==> config.mk <==
export PLATFORM = sky130hd
export DESIGN_NAME = getir1
export DESIGN_NICKNAME = d
export VERILOG_FILES = /design/src/rtl/getir1_pkg.sv /design/src/rtl/getir1_ps_fifo.sv /design/src/rtl/getir1.sv
export SDC_FILE = /design/constraint.sdc
export NUM_CORES = 1
export LEC_CHECK = 0
export CORE_MARGIN = 2
export CORE_UTILIZATION = 51
export CTS_BUF_LIST = sky130_fd_sc_hd__clkbuf_4
export CTS_CLUSTER_DIAMETER = 50
export DETAILED_ROUTE_END_ITERATION = 8
export PLACE_DENSITY_LB_ADDON = 0.15
export SETUP_SLACK_MARGIN = 0.1
export SYNTH_ARGS = -nofsm -noshare
export SYNTH_HDL_FRONTEND = slang
export SYNTH_SLANG_ARGS = --single-unit
==> constraint.sdc <==
create_clock -name clk_i -period 2.6 [get_ports clk_i]
set_input_delay 0.52 -clock clk_i [delete_from_list [all_inputs] [get_ports clk_i]]
set_output_delay 0.52 -clock clk_i [all_outputs]
set_load 0.005 [all_outputs]
==> src/rtl/getir1_pkg.sv <==
// Shared constants for fetch stage 1: PS width, logic levels, FSM states,
// default reset PS and the fetch-address alignment helper.
package getir1_pkg;

  localparam int unsigned PS_BIT = 32;

  localparam logic HIGH = 1'b1;
  localparam logic LOW  = 1'b0;

  localparam logic [PS_BIT-1:0] BASLANGIC_PS_VARSAYILAN = 32'h4000_0000;

  typedef enum logic {
    G1_SIFIR = 1'b0,
    G1_AKIS  = 1'b1
  } g1_durum_e;

  function automatic logic [PS_BIT-1:0] ps_hizala(input logic [PS_BIT-1:0] ps);
    return ps & ~32'h3;
  endfunction

endpackage

==> src/rtl/getir1_ps_fifo.sv <==
// In-order FIFO for in-flight fetch addresses (reusable for getir2 buffering).
// Depth must be a power of two >= 2; clear has priority over push/pop.
module ps_fifo #(
  parameter int unsigned GENISLIK = 32,
  parameter int unsigned DERINLIK = 4
) (
  input  logic                clk_i,
  input  logic                rst_i,
  input  logic                temizle_i,
  input  logic                yaz_i,
  input  logic [GENISLIK-1:0] veri_i,
  input  logic                oku_i,
  output logic [GENISLIK-1:0] veri_o,
  output logic                dolu_o,
  output logic                bos_o
);

  localparam int unsigned AW = $clog2(DERINLIK);
  localparam int unsigned CW = AW + 1;

  logic [GENISLIK-1:0] bellek_q [DERINLIK];
  logic [AW-1:0]       oku_ptr_q, oku_ptr_d;
  logic [AW-1:0]       yaz_ptr_q, yaz_ptr_d;
  logic [CW-1:0]       sayi_q, sayi_d;
  logic                yaz_ok, oku_ok;

  assign dolu_o = (sayi_q == CW'(DERINLIK));
  assign bos_o  = (sayi_q == '0);
  // Head is forced to zero when empty so stale storage never leaks out.
  assign veri_o = bos_o ? '0 : bellek_q[oku_ptr_q];

  always_comb begin
    yaz_ok    = yaz_i && !dolu_o && !temizle_i;
    oku_ok    = oku_i && !bos_o && !temizle_i;
    oku_ptr_d = oku_ptr_q;
    yaz_ptr_d = yaz_ptr_q;
    sayi_d    = sayi_q;
    if (temizle_i) begin
      oku_ptr_d = '0;
      yaz_ptr_d = '0;
      sayi_d    = '0;
    end else begin
      if (yaz_ok) yaz_ptr_d = yaz_ptr_q + AW'(1);
      if (oku_ok) oku_ptr_d = oku_ptr_q + AW'(1);
      sayi_d = sayi_q + CW'(yaz_ok) - CW'(oku_ok);
    end
  end

  always_ff @(posedge clk_i) begin
    if (rst_i) begin
      oku_ptr_q <= '0;
      yaz_ptr_q <= '0;
      sayi_q    <= '0;
    end else begin
      oku_ptr_q <= oku_ptr_d;
      yaz_ptr_q <= yaz_ptr_d;
      sayi_q    <= sayi_d;
    end
  end

  always_ff @(posedge clk_i) begin
    if (yaz_ok) bellek_q[yaz_ptr_q] <= veri_i;
  end

endmodule

==> src/rtl/getir1.sv <==
// Fetch stage 1: owns the PS, issues aligned L1B fetches and queues each
// accepted PS for getir2. Branch redirect enabled by GETIR1_DALLANMA_EN.
module getir1
  import getir1_pkg::*;
#(
  parameter logic [PS_BIT-1:0] BASLANGIC_PS     = BASLANGIC_PS_VARSAYILAN,
  parameter int unsigned       PS_FIFO_DERINLIK = 4
) (
  input  logic              clk_i,
  input  logic              rst_i,
  output logic [PS_BIT-1:0] l1b_istek_ps_o,
  output logic              l1b_istek_gecerli_o,
  input  logic              l1b_istek_hazir_i,
  output logic              g2_istek_yapildi_o,
  output logic [PS_BIT-1:0] g2_ps_o,
  output logic              g2_ps_gecerli_o,
  input  logic              g2_ps_hazir_i,
  input  logic [PS_BIT-1:0] g2_dallanma_ps_i,
  input  logic              g2_dallanma_gecerli_i,
  input  logic [PS_BIT-1:0] yurut_hedef_ps_i,
  input  logic              cek_bosalt_i,
  input  logic              cek_duraklat_i
);

  g1_durum_e         durum_q, durum_d;
  logic [PS_BIT-1:0] ps_q, ps_d;
  logic              fifo_dolu, fifo_bos;
  logic              kabul, fifo_oku;

  always_comb begin
    l1b_istek_gecerli_o = (durum_q == G1_AKIS) && !fifo_dolu &&
                          !cek_duraklat_i && !cek_bosalt_i;
    kabul               = l1b_istek_gecerli_o && l1b_istek_hazir_i;
    g2_istek_yapildi_o  = kabul;
    l1b_istek_ps_o      = ps_hizala(ps_q);
    g2_ps_gecerli_o     = !fifo_bos;
    fifo_oku            = g2_ps_gecerli_o && g2_ps_hazir_i && !cek_bosalt_i;
  end

  always_comb begin
    durum_d = durum_q;
    ps_d    = ps_q;
    case (durum_q)
      G1_SIFIR: durum_d = G1_AKIS;
      G1_AKIS:  durum_d = G1_AKIS;
      default:  durum_d = G1_SIFIR;
    endcase
    if (cek_bosalt_i) begin
      ps_d = yurut_hedef_ps_i;
`ifdef GETIR1_DALLANMA_EN
    end else if (g2_dallanma_gecerli_i && !cek_duraklat_i) begin
      ps_d = g2_dallanma_ps_i;
`endif
    end else if (kabul) begin
      ps_d = ps_hizala(ps_q) + PS_BIT'(4);
    end
  end

`ifndef GETIR1_DALLANMA_EN
  // Redirect ports kept for a uniform instantiation; intentionally unused here.
  logic dallanma_kullanilmaz;
  assign dallanma_kullanilmaz = ^{g2_dallanma_ps_i, g2_dallanma_gecerli_i};
`endif

  always_ff @(posedge clk_i) begin
    if (rst_i) begin
      durum_q <= G1_SIFIR;
      ps_q    <= BASLANGIC_PS;
    end else begin
      durum_q <= durum_d;
      ps_q    <= ps_d;
    end
  end

  ps_fifo #(
    .GENISLIK (PS_BIT),
    .DERINLIK (PS_FIFO_DERINLIK)
  ) u_ps_fifo (
    .clk_i     (clk_i),
    .rst_i     (rst_i),
    .temizle_i (cek_bosalt_i),
    .yaz_i     (kabul),
    .veri_i    (ps_q),
    .oku_i     (fifo_oku),
    .veri_o    (g2_ps_o),
    .dolu_o    (fifo_dolu),
    .bos_o     (fifo_bos)
  );

endmodule

* Word level (Yosys, flattened, before mapping)
Memory sizes are Yosys's and may differ from the RTL's. A register that Yosys moved wholly into a read port is not among the register bits. Index checks and enable logic that the tools add are counted.
Word-level totals: input bits 71, register bits 40, memories 1, RAM bits 128
Operators by class: reductions and logical operators 17, mux-type cells 8, equality and inequality tests 1, $add $sub $neg 5
Memory list:
- u_ps_fifo.bellek_q | words 4, width 32, read ports 1, clocked after Yosys merged registers in 1, wr ports 1, line getir1_ps_fifo.sv:21 | logic [GENISLIK-1:0] bellek_q [DERINLIK];
Operators by type and width (count):
- two-way mux 32 bit | 3
- adder 32 x 3 -> 32 bit, second input constant | 1
- logical AND 1 bit | 10
- adder 2 x 1 -> 2 bit, second input constant | 2
- logical NOT 1 bit | 4
- two-way mux 2 bit | 2
- adder 3 x 1 -> 3 bit | 1
- == test 3 bit, second input constant | 1
- logical NOT 3 bit | 1
- two-way mux 1 bit | 3
- subtractor 3 x 1 -> 3 bit | 1
- nonzero test 2 bit | 1
- OR reduction 2 bit | 1

* Depth between registers and ports, before layout
depth after elaboration 10, mapped depth 9, gate-level depth less buffers 9

* Cells and area by module
A second synthesis with hierarchy kept.
Second synthesis, totals: cells, all modules 553, area total of the unflattened synthesis 7612.3 µm²
By module, submodules not included:
- ps_fifo | cells each 254, times used 1, area each 5310.1 µm², seq. area each 4023.9 µm²
- getir1 | cells each 299, times used 1, area each 2302.2 µm², seq. area each 660.6 µm²

* Worst setup path after synthesis
Ideal clock, no wire load.
kind in2reg, start input cek_bosalt_i, end register u_ps_fifo.sayi_q[2], path buffers 1, required time 2476 ps, arrival time 2164 ps, slack 312 ps, stages 9, cells stage by stage clkbuf_1 > nor3b_1 > ha_1 > inv_1 > ha_1 > fa_1 > xnor2_1 > xnor2_1 > nor2_1
On the way: elaborated cells between the ends (all ways) 11, classes of those cells add/sub: 2; reduce/logical: 9
RTL lines:
- from (decl) | line getir1.sv:21 | input logic cek_bosalt_i,
- logical NOT 1 bit * | line getir1_ps_fifo.sv:34, getir1.sv:37
- logical AND 1 bit | line getir1.sv:37 | fifo_oku = g2_ps_gecerli_o && g2_ps_hazir_i && !cek_bosalt_i;
- logical AND 1 bit | line getir1_ps_fifo.sv:34 | oku_ok = oku_i && !bos_o && !temizle_i;
- logical AND 1 bit * | line getir1_ps_fifo.sv:34
- named net u_ps_fifo.oku_ok | line getir1_ps_fifo.sv:25 | logic yaz_ok, oku_ok;
- subtractor 3 x 1 -> 3 bit * | line getir1_ps_fifo.sv:45 | sayi_d = sayi_q + CW'(yaz_ok) - CW'(oku_ok);
- to (signal assigned) | line getir1_ps_fifo.sv:57 | sayi_q <= sayi_d;
- to (decl) | line getir1_ps_fifo.sv:24 | logic [CW-1:0] sayi_q, sayi_d;
Mark *: on every way through the listed nets, which the timed path passes. The rest lies on a longest branch. A chain may end at the register's enable or synchronous reset.

==> results.yml <==
run_status:
  outcome: "finished, final reports clean"
route:
  drtIter0Drc: 358
  drt-total-wl_um: 16900
  dr_total_vias: 4792
  drtPass1Iterations: 5
  ant_nets: 0
  viasPerCell: 5.68
  drc: 0
  routedWlPerCell_um: 20.1
yosys:
  ys.flop_type: "edfxtp_1"
  yosysWarningCount: 0
  synth.most_common_cell: "edfxtp_1"
  yosys.area.top_type_share_pct: 51.4
  synth_edf_count: 128
  synth_cells: 542
  synthArstFlopShare_pct: 0
  ys_ff_latch: 170
  syn_area_per_cell_sq_um: 13.8
  synth.area.top_cells: "edfxtp_1 (51%), dfxtp_1 (11%), mux4_2 (9.6%), nor2b_1 (3.3%), buf_4 (3.2%)"
  ys_seq_area_share_pct: 62.7
  syn_area_sq_mm: 0.00747
  synthTopCellsByCount: "edfxtp_1 (128), dfxtp_1 (42), nor2b_1 (40)"
  synth_cell_type_count: 57
  synth_area_leader_cell: "edfxtp_1"
sta:
  fmax_mhz: 387
  skew_ps: 13.1
  drv_slew: 0
  hold_slack_ps: 508
  rsz0062_at_grt: "true"
  setup_viol: 0
  fin_ws_ps: 17.6
  worst_pin_slew_ps: 636
  min_period_ps: 2580
  maxSlewHeadroom_pct: 57.2
  finalHoldViolations: 0
  post-route-period-util_pct: 99.3
clock_tree:
  clk_pin_slew_worst_paths_ps: 140
  clockRootBuffer: "clkbuf_4"
  clkSinkCount: 170
  clkLatencyLatePin_ps: 560
  cts_tree: "yes"
  numCtsBuffers: 17
  h-tree-depth: 4
  clock_path_buffers: 2
finish:
  final_nets: 725
  syn_to_final_growth_pct: 23.0
  diodes: 0
  drive_gt1_share_pct: 26.7
place:
  numPortBuffers: 102
  place_congestion: 0.777
  pre_cts_ws_ps: 26.5
  dp_hpwl_um: 10800
setup_path:
  rrSetupSlack_ps: 300
  cp_data_required_time_ps: 2080
  arrival_ps: 2060
  slowest_delay_ps: 500
  crit_top_cell: "buf_12"
  rr_worst_depth: 6
  worstReg2RegStart: "ps_q[2]$_SDFFE_PP0P_"
  path_class: "flop to output port"
  end_kind: "output port"
  rr_endpoint: "ps_q[28]$_SDFFE_PP0P_"
  worstPathCellList: "buf_12 > buf_12 > buf_16 > mux4_2 > nor2b_4 > buf_6"
  critPathSlowestCell: "mux4_2"
  cp_max_fo: 7
  worstSetupStartpointType: "flop"
min_path:
  min_to: "u_ps_fifo.bellek_q[3][1]$_DFFE_PP_"
  hold_path.startpoint: "ps_q[1]$_SDFFE_PP0P_"
  whs_path_depth: 0
  hold_path.class: "flop to flop"
pwr:
  ir_drop_mv: 0.334
  p_leak_nw: 3.23
  powerDensity_mw_per_mm2: 554
die:
  initial_utilization_pct: 51.8
  rows: 44
  core-area_sq_mm: 0.0144
  die-area_sq_mm: 0.0156
  ioPinCount: 138
  chipHeight_um: 125
  die_width_um: 125
grt:
  grt_max_degree: 58
  grt_pass1_vias: 4769
  antenna_found_initial: 0
  grt.overflow.total: 0
  grt_pass1_wl_um: 26400
  grt_use_total_pct: 22.2
run:
  maxCapViolCount: 0
==> routing by layer <==
metal  wire (um)  share of wire [%]  up-vias  track usage, %
met3        1080                6.4       28            5.48
met5           0                  0        -               0
met1        7190                 43     2402            29.9
li1            -                  -     2202               -
met4         364                2.2        0            7.25
met2        8270                 49      160            35.7
==> sequential cells by signal, summed over array words and instances, names as in the netlist, named ones only <==
| name | count |
|---|---|
| u_ps_fifo.bellek_q | 128 |
| ps_q | 32 |
| u_ps_fifo.sayi_q | 3 |
| u_ps_fifo.oku_ptr_q | 2 |
| u_ps_fifo.yaz_ptr_q | 2 |
| durum_q | 1 |
==> worst max path at each step <==
stage | startpoint | endpoint | slack [ps]
4_1_cts | flop | g2_ps_o[5] | -20
6_report | flop | g2_ps_o[5] | 20
3_3_place_gp | g2_ps_hazir_i | u_ps_fifo.sayi_q[2]$_SDFF_PP0_ | 100
3_5_place_dp | g2_ps_hazir_i | u_ps_fifo.sayi_q[2]$_SDFF_PP0_ | 30
2_1_floorplan | cek_bosalt_i | u_ps_fifo.sayi_q[2]$_SDFF_PP0_ | 310
5_1_grt | flop | g2_ps_o[12] | -80
==> cells in the final DEF, fill, tap and decap left out, types with 3 or more instances in the layout <==
| cell | n |
|---|---|
| a21oi_1 | 22 |
| a31oi_1 | 13 |
| a32oi_1 | 3 |
| and3_1 | 11 |
| buf_12 | 10 |
| buf_2 | 32 |
| buf_4 | 24 |
| buf_6 | 7 |
| bufinv_16 | 5 |
| clkbuf_4 | 19 |
| clkdlybuf4s50_1 | 67 |
| clkinvlp_4 | 4 |
| dfxtp_1 | 37 |
| dfxtp_2 | 4 |
| edfxtp_1 | 128 |
| ha_1 | 7 |
| inv_1 | 19 |
| mux4_2 | 32 |
| nand2_1 | 34 |
| nand3_1 | 12 |
| nand3_2 | 3 |
| nand3b_1 | 3 |
| nand4_1 | 8 |
| nor2_1 | 24 |
| nor2b_1 | 25 |
| nor2b_4 | 15 |
| nor3_1 | 4 |
| nor3b_1 | 4 |
| o21a_1 | 3 |
| o21ai_0 | 14 |
| o2bb2ai_1 | 3 |
| or3_1 | 5 |
| xnor2_1 | 9 |
==> report_power, final <==
| group | leakage (nW) | internal [mW] | switching (mW) | total [mW] |
|---|---|---|---|---|
| Combinational | 1.51 | 0.177 | 0.138 | 0.314 |
| Sequential | 1.55 | 2.95 | 0.0685 | 3.02 |
| Clock | 0.170 | 0.873 | 0.885 | 1.76 |
| Total | 3.23 | 4.00 | 1.09 | 5.09 |
==> stage by stage <==
step / std cells / instance area [sq um] / utilization (%) / TNS, ps / power (mW)
2_1_floorplan: 543 / 7480 / - / 0 / 3.23
3_3_place_gp: 797 / 8650 / 60.0 / 0 / 3.38
3_5_place_dp: 797 / 8650 / 60.0 / 0 / 3.39
4_1_cts: 843 / 9090 / 63.0 / -168 / 5.13
5_1_grt: 843 / 9190 / 63.7 / -1580 / 5.26
6_report: 843 / 9190 / 63.7 / 0 / 5.09
==> final cells by class <==
cell class | instances | area [sq um]
Clock inverter | 13 | 201
Timing Repair Buffer | 144 | 1370
Multi-Input combinational cell | 293 | 2480
Fill cell | 1092 | 5230
Inverter | 20 | 75.1
Tap cell | 184 | 230
Clock buffer | 19 | 143
Sequential cell | 170 | 4690
==> cell families (layout without fill, tap and decap cells) <==
kind of cell | count (synthesis) | count (layout) | synth area share [%]
adders and majority gates | 8 | 8 | 1.44
xor gates and xnor gates | 10 | 10 | 1.17
muxes | 34 | 34 | 9.94
other | 1 | 2 | 0.0502
and+or+nand+nor | 168 | 168 | 12.9
AOI/OAI and AO/OA | 71 | 71 | 5.94
DFF | 170 | 170 | 62.7
buffers and inverters | 80 | 196 | 5.83
==> worst max-delay path, delay by kind of cell, from the launching register on <==
family | cells | cell delay, ps
muxes | 1 | 500
buffers and inverters | 4 | 460
DFF | 1 | 390
and+or+nand+nor | 1 | 140
==> repair_timing <==
action | in CTS | in global routing
buffers inserted | 12 | 0
endpoints found under the setup margin | 35 | 33
gates resized for setup | 141 | 20
cloned | 2 | 0
endpoints found under the hold margin | 0 | 0
hold buffers | 0 | 0
No activity file was read; power rests on OpenSTA's default activity.
